--- config.mk ---
export PLATFORM = sky130hd
export DESIGN_NAME = mem_wb_queue_flat
export DESIGN_NICKNAME = d
export VERILOG_FILES = /design/src/rtl/mem_wb_queue_pkg.sv /design/src/rtl/mem_wb_queue_if.sv /design/src/rtl/mem_wb_queue_fwd_match.sv /design/src/rtl/mem_wb_queue.sv /design/src/flat_wrapper.sv
export SDC_FILE = /design/constraint.sdc
export NUM_CORES = 1
export LEC_CHECK = 0
export CORE_UTILIZATION = 43
export DETAILED_ROUTE_END_ITERATION = 7
export PLACE_DENSITY_LB_ADDON = 0.3
export SLEW_MARGIN = 20
export SYNTH_ARGS = -nofsm -noshare
export SYNTH_HDL_FRONTEND = slang
export SYNTH_SLANG_ARGS = --single-unit
export TNS_END_PERCENT = 100
--- constraint.sdc ---
create_clock -name CLK -period 2.9 [get_ports CLK]
set_clock_uncertainty 0.05 [all_clocks]
set_input_delay 0.29 -clock CLK [delete_from_list [all_inputs] [get_ports CLK]]
set_output_delay 0.29 -clock CLK [all_outputs]
set_load 0.05 [all_outputs]
--- src/rtl/mem_wb_queue_pkg.sv ---
// Shared config for the MEM->WB writeback queue: default widths, zero constants
// and the writeback record layout.
package mem_wb_queue_pkg;

    localparam int unsigned DEF_DATA_W = 32;
    localparam int unsigned DEF_REG_W  = 5;

    localparam logic [DEF_DATA_W-1:0] ZeroWord = '0;
    localparam logic [DEF_REG_W-1:0]  ZeroReg  = '0;

    // One writeback record as carried from MEM to WB.
    typedef struct packed {
        logic [DEF_REG_W-1:0]  rd;
        logic                  rd_op;
        logic [DEF_DATA_W-1:0] rd_data;
    } wb_record;

endpackage

--- src/rtl/mem_wb_queue_if.sv ---
// MEM->WB handshake bundle.
//   in_*  : record offered by MEM (in_valid/in_ready handshake)
//   out_* : head record presented to WB (out_valid/out_ready handshake)
// master = MEM/WB side driving records in and consuming them out; slave = queue.
interface mem_wb_queue_if
    import mem_wb_queue_pkg::*;
#(
    parameter int unsigned DATA_W = DEF_DATA_W,
    parameter int unsigned REG_W  = DEF_REG_W
);
    logic              in_valid;
    logic              in_ready;
    logic [REG_W-1:0]  in_rd;
    logic              in_rd_op;
    logic [DATA_W-1:0] in_rd_data;

    logic              out_valid;
    logic              out_ready;
    logic [REG_W-1:0]  out_rd;
    logic              out_rd_op;
    logic [DATA_W-1:0] out_rd_data;

    modport master (
        output in_valid, in_rd, in_rd_op, in_rd_data, out_ready,
        input  in_ready, out_valid, out_rd, out_rd_op, out_rd_data
    );

    modport slave (
        input  in_valid, in_rd, in_rd_op, in_rd_data, out_ready,
        output in_ready, out_valid, out_rd, out_rd_op, out_rd_data
    );
endinterface

--- src/rtl/mem_wb_queue_fwd_match.sv ---
// Youngest-first forwarding search over the queue entries.
//   vld/rd/op/data : per-entry stored state
//   wr_ptr         : next write slot; the youngest entry sits at wr_ptr-1
//   rs             : queried register index
//   hit/hit_data   : match flag and data of the youngest match (zero if none)
module fwd_match
    import mem_wb_queue_pkg::*;
#(
    parameter int unsigned DATA_W = DEF_DATA_W,
    parameter int unsigned REG_W  = DEF_REG_W,
    parameter int unsigned DEPTH  = 2,
    localparam int unsigned PTR_W = $clog2(DEPTH)
) (
    input  logic [DEPTH-1:0]             vld,
    input  logic [DEPTH-1:0][REG_W-1:0]  rd,
    input  logic [DEPTH-1:0]             op,
    input  logic [DEPTH-1:0][DATA_W-1:0] data,
    input  logic [PTR_W-1:0]             wr_ptr,
    input  logic [REG_W-1:0]             rs,
    output logic                         hit,
    output logic [DATA_W-1:0]            hit_data
);

    logic [PTR_W-1:0] idx;

    // Walk oldest to youngest so the youngest match is the last one written.
    always_comb begin
        hit      = 1'b0;
        hit_data = DATA_W'(ZeroWord);
        idx      = '0;
        for (int k = DEPTH - 1; k >= 0; k--) begin
            idx = wr_ptr - PTR_W'(k + 1);
            if (vld[idx] && op[idx] && (rd[idx] == rs) && (rd[idx] != REG_W'(ZeroReg))) begin
                hit      = 1'b1;
                hit_data = data[idx];
            end
        end
    end

endmodule

--- src/rtl/mem_wb_queue.sv ---
// MEM->WB writeback queue with register forwarding lookup.
//   CLK, RST  : clock, async active-high reset
//   flush     : drop all held entries at the next edge
//   bus       : in_* push channel and out_* pop channel (slave side)
//   fwd_rs    : forwarding query; fwd_hit/fwd_data answer from stored entries
//   count     : number of held entries
module mem_wb_queue
    import mem_wb_queue_pkg::*;
#(
    parameter int unsigned DATA_W = DEF_DATA_W,
    parameter int unsigned REG_W  = DEF_REG_W,
    parameter int unsigned DEPTH  = 2
) (
    input  logic                       CLK,
    input  logic                       RST,
    input  logic                       flush,
    mem_wb_queue_if.slave              bus,
    input  logic [REG_W-1:0]           fwd_rs,
    output logic                       fwd_hit,
    output logic [DATA_W-1:0]          fwd_data,
    output logic [$clog2(DEPTH):0]     count
);

    localparam int unsigned PTR_W = $clog2(DEPTH);
    localparam int unsigned CNT_W = PTR_W + 1;

    logic [PTR_W-1:0]             wr_ptr;
    logic [PTR_W-1:0]             rd_ptr;
    logic [CNT_W-1:0]             count_q;
    logic [DEPTH-1:0]             vld_q;
    logic [DEPTH-1:0][REG_W-1:0]  rd_q;
    logic [DEPTH-1:0]             op_q;
    logic [DEPTH-1:0][DATA_W-1:0] data_q;

    logic push;
    logic pop;

    // in_ready looks only at occupancy, so a pop never frees a slot the same cycle.
    assign bus.in_ready  = (count_q < CNT_W'(DEPTH));
    assign bus.out_valid = (count_q != CNT_W'(0));
    assign push          = bus.in_valid && bus.in_ready;
    assign pop           = bus.out_valid && bus.out_ready;
    assign count         = count_q;

    // Head fields are forced to zero while empty.
    assign bus.out_rd      = bus.out_valid ? rd_q[rd_ptr]   : REG_W'(ZeroReg);
    assign bus.out_rd_op   = bus.out_valid ? op_q[rd_ptr]   : 1'b0;
    assign bus.out_rd_data = bus.out_valid ? data_q[rd_ptr] : DATA_W'(ZeroWord);

    // Control state: pointers, occupancy and per-entry valid bits.
    always_ff @(posedge CLK or posedge RST) begin
        if (RST) begin
            wr_ptr  <= '0;
            rd_ptr  <= '0;
            count_q <= '0;
            vld_q   <= '0;
        end else if (flush) begin
            wr_ptr  <= '0;
            rd_ptr  <= '0;
            count_q <= '0;
            vld_q   <= '0;
        end else begin
            if (push) begin
                vld_q[wr_ptr] <= 1'b1;
                wr_ptr        <= wr_ptr + PTR_W'(1);
            end
            if (pop) begin
                vld_q[rd_ptr] <= 1'b0;
                rd_ptr        <= rd_ptr + PTR_W'(1);
            end
            case ({push, pop})
                2'b10:   count_q <= count_q + CNT_W'(1);
                2'b01:   count_q <= count_q - CNT_W'(1);
                default: count_q <= count_q;
            endcase
        end
    end

    // Payload storage, not reset; validity is tracked by vld_q/count_q.
    always_ff @(posedge CLK) begin
        if (push) begin
            rd_q[wr_ptr]   <= bus.in_rd;
            op_q[wr_ptr]   <= bus.in_rd_op;
            data_q[wr_ptr] <= bus.in_rd_data;
        end
    end

    fwd_match #(
        .DATA_W (DATA_W),
        .REG_W  (REG_W),
        .DEPTH  (DEPTH)
    ) u_fwd_match (
        .vld      (vld_q),
        .rd       (rd_q),
        .op       (op_q),
        .data     (data_q),
        .wr_ptr   (wr_ptr),
        .rs       (fwd_rs),
        .hit      (fwd_hit),
        .hit_data (fwd_data)
    );

endmodule

--- src/flat_wrapper.sv ---
// flat-port wrapper written by rule: the top's interface ports become plain ports
module mem_wb_queue_flat import mem_wb_queue_pkg::*;
#(
    parameter int unsigned DATA_W = DEF_DATA_W,
    parameter int unsigned REG_W  = DEF_REG_W,
    parameter int unsigned DEPTH  = 2
)
  (CLK, RST, flush, fwd_rs, fwd_hit, fwd_data, count, bus_in_valid, bus_in_rd, bus_in_rd_op, bus_in_rd_data, bus_out_ready, bus_in_ready, bus_out_valid, bus_out_rd, bus_out_rd_op, bus_out_rd_data);
  mem_wb_queue_if #(.DATA_W(DATA_W), .REG_W(REG_W)) bus_i ();
  input  logic CLK;
  input  logic RST;
  input  logic flush;
  input  logic [REG_W-1:0] fwd_rs;
  output logic fwd_hit;
  output logic [DATA_W-1:0] fwd_data;
  output logic [$clog2(DEPTH):0] count;
  input wire logic [$bits(bus_i.in_valid)-1:0] bus_in_valid;
  input wire logic [$bits(bus_i.in_rd)-1:0] bus_in_rd;
  input wire logic [$bits(bus_i.in_rd_op)-1:0] bus_in_rd_op;
  input wire logic [$bits(bus_i.in_rd_data)-1:0] bus_in_rd_data;
  input wire logic [$bits(bus_i.out_ready)-1:0] bus_out_ready;
  output wire logic [$bits(bus_i.in_ready)-1:0] bus_in_ready;
  output wire logic [$bits(bus_i.out_valid)-1:0] bus_out_valid;
  output wire logic [$bits(bus_i.out_rd)-1:0] bus_out_rd;
  output wire logic [$bits(bus_i.out_rd_op)-1:0] bus_out_rd_op;
  output wire logic [$bits(bus_i.out_rd_data)-1:0] bus_out_rd_data;
  assign bus_i.in_valid = bus_in_valid;
  assign bus_i.in_rd = bus_in_rd;
  assign bus_i.in_rd_op = bus_in_rd_op;
  assign bus_i.in_rd_data = bus_in_rd_data;
  assign bus_i.out_ready = bus_out_ready;
  assign bus_in_ready = bus_i.in_ready;
  assign bus_out_valid = bus_i.out_valid;
  assign bus_out_rd = bus_i.out_rd;
  assign bus_out_rd_op = bus_i.out_rd_op;
  assign bus_out_rd_data = bus_i.out_rd_data;
  mem_wb_queue #(.DATA_W(DATA_W), .REG_W(REG_W), .DEPTH(DEPTH)) u_core (.CLK(CLK), .RST(RST), .flush(flush), .bus(bus_i), .fwd_rs(fwd_rs), .fwd_hit(fwd_hit), .fwd_data(fwd_data), .count(count));
endmodule
==> impl_summary.log <==
[metrics] status: finished with violations
[metrics] failing checks: setup timing
[metrics] largest net degree at the start of global routing: 46
[metrics] vertical extent of the die: 102 µm
[metrics] required time of the worst setup path: 2560 ps
[metrics] TritonCTS clock tree: done
[metrics] final worst setup slack: -279 ps
[metrics] Final Wtd Congestion: 0.775
[metrics] Sequential cell area: 2440 µm²
[metrics] peak supply drop: 389 µV
[metrics] antenna violation net count after detailed routing: 0
[metrics] Seq pwr share: 0.323
[metrics] critical path peak fanout: 11
[metrics] Initial Util: 0.443
[metrics] number of nets in the synthesized netlist: 385
[metrics] DRC: 0
[metrics] number of maximum-capacitance violations: 0
[metrics] Seq cells post-synth: 82
[metrics] Port Buffers: 122
[metrics] global-route usage over all layers: 0.219
[metrics] net switching fraction of the power: 0.393
[metrics] CTS sink count: 82
[metrics] total gr overflow: 0
[metrics] share of synthesized flip-flops with an asynchronous set or reset: 0.0732
[metrics] sequential-to-total area share from yosys stat: 0.565
[metrics] CP startpoint: u_core.wr_ptr
[metrics] pre-CTS setup slack: -17.5 ps
[metrics] max frequency: 0.315 GHz
[metrics] Inserted Clock Buffers: 9
[metrics] share of power burned in the clock network: 0.222
[metrics] first-pass iteration count of the detailed router: 4
[metrics] average size of a mapped cell: 12.8 µm²
[metrics] FF-to-FF Start: u_core.wr_ptr
[metrics] Combinational Power Share: 0.455
[metrics] number of endpoints failing setup at the final stage: 32
[metrics] power per cell area: 700 nW/µm²
[metrics] path type of the worst setup path: flop to primary output
[metrics] total standard cell area after synthesis: 4310 µm²
[metrics] drt first-iter violations: 158
[metrics] clock-pin slew reported for the worst setup and hold paths after clock tree synthesis: 90 ps
[metrics] FP Rows: 36
[metrics] Horiz. Die Dim: 102 µm
[metrics] Filler cells: 739
[metrics] count of distinct cell types in the synthesized netlist: 39
[metrics] highest-count cells in the layout ignoring fill and taps: sky130_fd_sc_hd__clkdlybuf4s50_1 (89), sky130_fd_sc_hd__edfxtp_1 (76), sky130_fd_sc_hd__nor2_1 (45), sky130_fd_sc_hd__mux2i_1 (44), sky130_fd_sc_hd__buf_12 (41)
[metrics] Crit Reg-Reg Endpoint: u_core.data_q[39]
[metrics] worst hold path type: input pin to async pin
[metrics] dominant register cell in the synthesized netlist: sky130_fd_sc_hd__edfxtp_1
[metrics] R2R setup slack: 750 ps
[metrics] Critical Path Source Type: flop
[metrics] number of flops mapped to enable cells by yosys: 76
[metrics] Data arrival, critical path: 2840 ps
[metrics] deepest clock path buffer count: 2
[metrics] routed vias: 3344
[metrics] switching power: 1.83 mW
[metrics] wire length after detailed routing: 11300 µm
[metrics] synthesis-to-layout area growth: 54.3%
[metrics] vias in the first global route: 3377
[metrics] wire length of the first global-routing pass: 17000 µm
[metrics] sort of element at the end of the critical path: primary output
[metrics] number of top-level design ports: 123
[metrics] count of nets after finishing: 517
[metrics] most common library cell in the layout ignoring fill and taps: sky130_fd_sc_hd__clkdlybuf4s50_1
[metrics] setup repair after global routing missed its margin: yes
[metrics] core box area: 9730 µm²
[metrics] insertion delay of the later-clocked pin in the worst-skew pair: 350 ps
[metrics] count of antenna diodes in the layout: 0
[metrics] share of cells above drive strength 1: 0.283
[metrics] half-perimeter wire length after placement: 7330 µm
[metrics] minimum period implied by the final worst setup slack: 3180 ps
[metrics] post-route clock period utilization: 1.10
[metrics] multi-input combinational cell area: 1850 µm²
[metrics] cell count after synthesis: 337
[metrics] Die ar.: 10400 µm²
[metrics] Pins Over Slew Limit: 0
[metrics] slew at the pin with the worst max-slew slack: 638 ps
[metrics] Internal Dissipation: 2.82 mW
[metrics] maximum level of the CTS H-tree: 3
[metrics] average wire per standard cell: 18.6 µm
[metrics] Post-CTS Hold Buffers: 0
[metrics] normalized max-slew margin: 0.575
[metrics] number of antenna violations at the first check in global routing: 0
[metrics] clk root buf: sky130_fd_sc_hd__clkbuf_8
[metrics] number of synthesis warnings: 0
[metrics] post-DR vias/cell: 5.51
[metrics] static power due to leakage: 2.20 nW
[metrics] aggregate negative setup slack: -7400 ps
[metrics] number of endpoints with negative hold slack in the final report: 0
[metrics] number of cells on the worst reg-to-reg path: 4
## metrics by stage
step	total power, mW	hold WS (ps)	util	instance area [µm²]	std cells
2_1_floorplan	2.81	31.0	-	4400	337
3_3_place_gp	3.60	473	0.635	6180	580
3_5_place_dp	3.62	482	0.635	6180	580
4_1_cts	4.66	82.8	0.672	6540	603
5_1_grt	4.82	80.3	0.683	6650	607
6_report	4.65	94.2	0.683	6650	607
## routing by layer
metal | vias up | wire length, µm | GRT usage
met5 | - | 0 | 0
li1 | 1587 | - | -
met2 | 105 | 5730 | 0.376
met1 | 1650 | 4760 | 0.265
met4 | 0 | 30 | 0.0703
met3 | 2 | 789 | 0.0609
## cell families (layout without fill, tap and decap cells)
| group | Yosys count | count (layout) | share of synthesized area |
|---|---|---|---|
| compound gates | 96 | 96 | 0.180 |
| flops | 82 | 82 | 0.565 |
| simple gates | 66 | 66 | 0.0712 |
| mux | 49 | 49 | 0.117 |
| buf+inv | 32 | 169 | 0.0421 |
| xor+xnor | 12 | 12 | 0.0244 |
## cell type report
class | count | area share
sequential | 82 | 0.367
timing repair buffer | 149 | 0.290
multi-input combinational | 223 | 0.278
tap | 133 | 0.0250
clock buffer | 10 | 0.0207
clock inverter | 6 | 0.0169
inverter | 4 | 0.00226
## critical path, cell delays in order (launching register included)
cell and delay (ps):
sky130_fd_sc_hd__dfrtp_4 540, sky130_fd_sc_hd__buf_12 160, sky130_fd_sc_hd__buf_4 140, sky130_fd_sc_hd__nor4_1 280, sky130_fd_sc_hd__or3_1 220, sky130_fd_sc_hd__a311oi_4 100
sky130_fd_sc_hd__buf_6 150, sky130_fd_sc_hd__buf_12 140, sky130_fd_sc_hd__buf_12 130, sky130_fd_sc_hd__a221oi_1 340, sky130_fd_sc_hd__a21oi_2 80, sky130_fd_sc_hd__buf_12 190
## what timing repair did
| item | CTS | global route |
|---|---|---|
| resized for setup | 11 | 5 |
| buffers inserted | 6 | 1 |
| pin swaps | 15 | 8 |
| endpoints found under the setup margin | 33 | 32 |
| gates cloned | 1 | 3 |
## cell usage after synthesis (2+ instances only)
master                      n  area (µm²)
sky130_fd_sc_hd__a21oi_1   25         125
sky130_fd_sc_hd__a21oi_2    4        35.0
sky130_fd_sc_hd__a221oi_1  22         193
sky130_fd_sc_hd__a221oi_2   5        75.1
sky130_fd_sc_hd__a22o_1     6        52.6
sky130_fd_sc_hd__a22oi_1   20         150
sky130_fd_sc_hd__a22oi_2    6        75.1
sky130_fd_sc_hd__buf_1      4        15.0
sky130_fd_sc_hd__buf_2      7        35.0
sky130_fd_sc_hd__buf_6      6        67.6
sky130_fd_sc_hd__clkbuf_1   9        33.8
sky130_fd_sc_hd__dfrtp_1    6         150
sky130_fd_sc_hd__edfxtp_1  76        2280
sky130_fd_sc_hd__inv_1      4        15.0
sky130_fd_sc_hd__mux2_4     3        45.0
sky130_fd_sc_hd__mux2i_1   46         460
sky130_fd_sc_hd__nand2_1    3        11.3
sky130_fd_sc_hd__nand2b_1   2        12.5
sky130_fd_sc_hd__nand3_1    2        10.0
sky130_fd_sc_hd__nor2_1    46         173
sky130_fd_sc_hd__nor2b_1    4        25.0
sky130_fd_sc_hd__nor4_1     2        12.5
sky130_fd_sc_hd__o21ai_0    3        15.0
sky130_fd_sc_hd__xnor2_1    7        61.3
sky130_fd_sc_hd__xor2_1     5        43.8
## how the worst max path moves through the flow
stage	end	slack (ps)	cells past startpoint
floorplan	fwd_data[31]	190	7
global placement	fwd_data[4]	40	10
CTS	fwd_data[20]	-240	11
global route	fwd_data[22]	-450	11
detailed placement	fwd_data[4]	-20	10
finish	fwd_data[22]	-280	11
## registers in the layout, indices dropped and copies added (netlist names)
register,cells
u_core.vld_q,2
u_core.count,2
u_core.rd_q,10
u_core.data_q,64
u_core.op_q,2
u_core.rd_ptr,1
u_core.wr_ptr,1
## power by group through the flow
stage	Combinational (mW)	Sequential, mW	Clock [mW]
floorplan	1.29	1.52	0
detailed placement	2.10	1.52	0
finish	2.11	1.50	1.03
CTS	2.12	1.50	1.04
global route	2.21	1.51	1.10
global placement	2.08	1.51	0
Power figures use the tool's default switching activity.
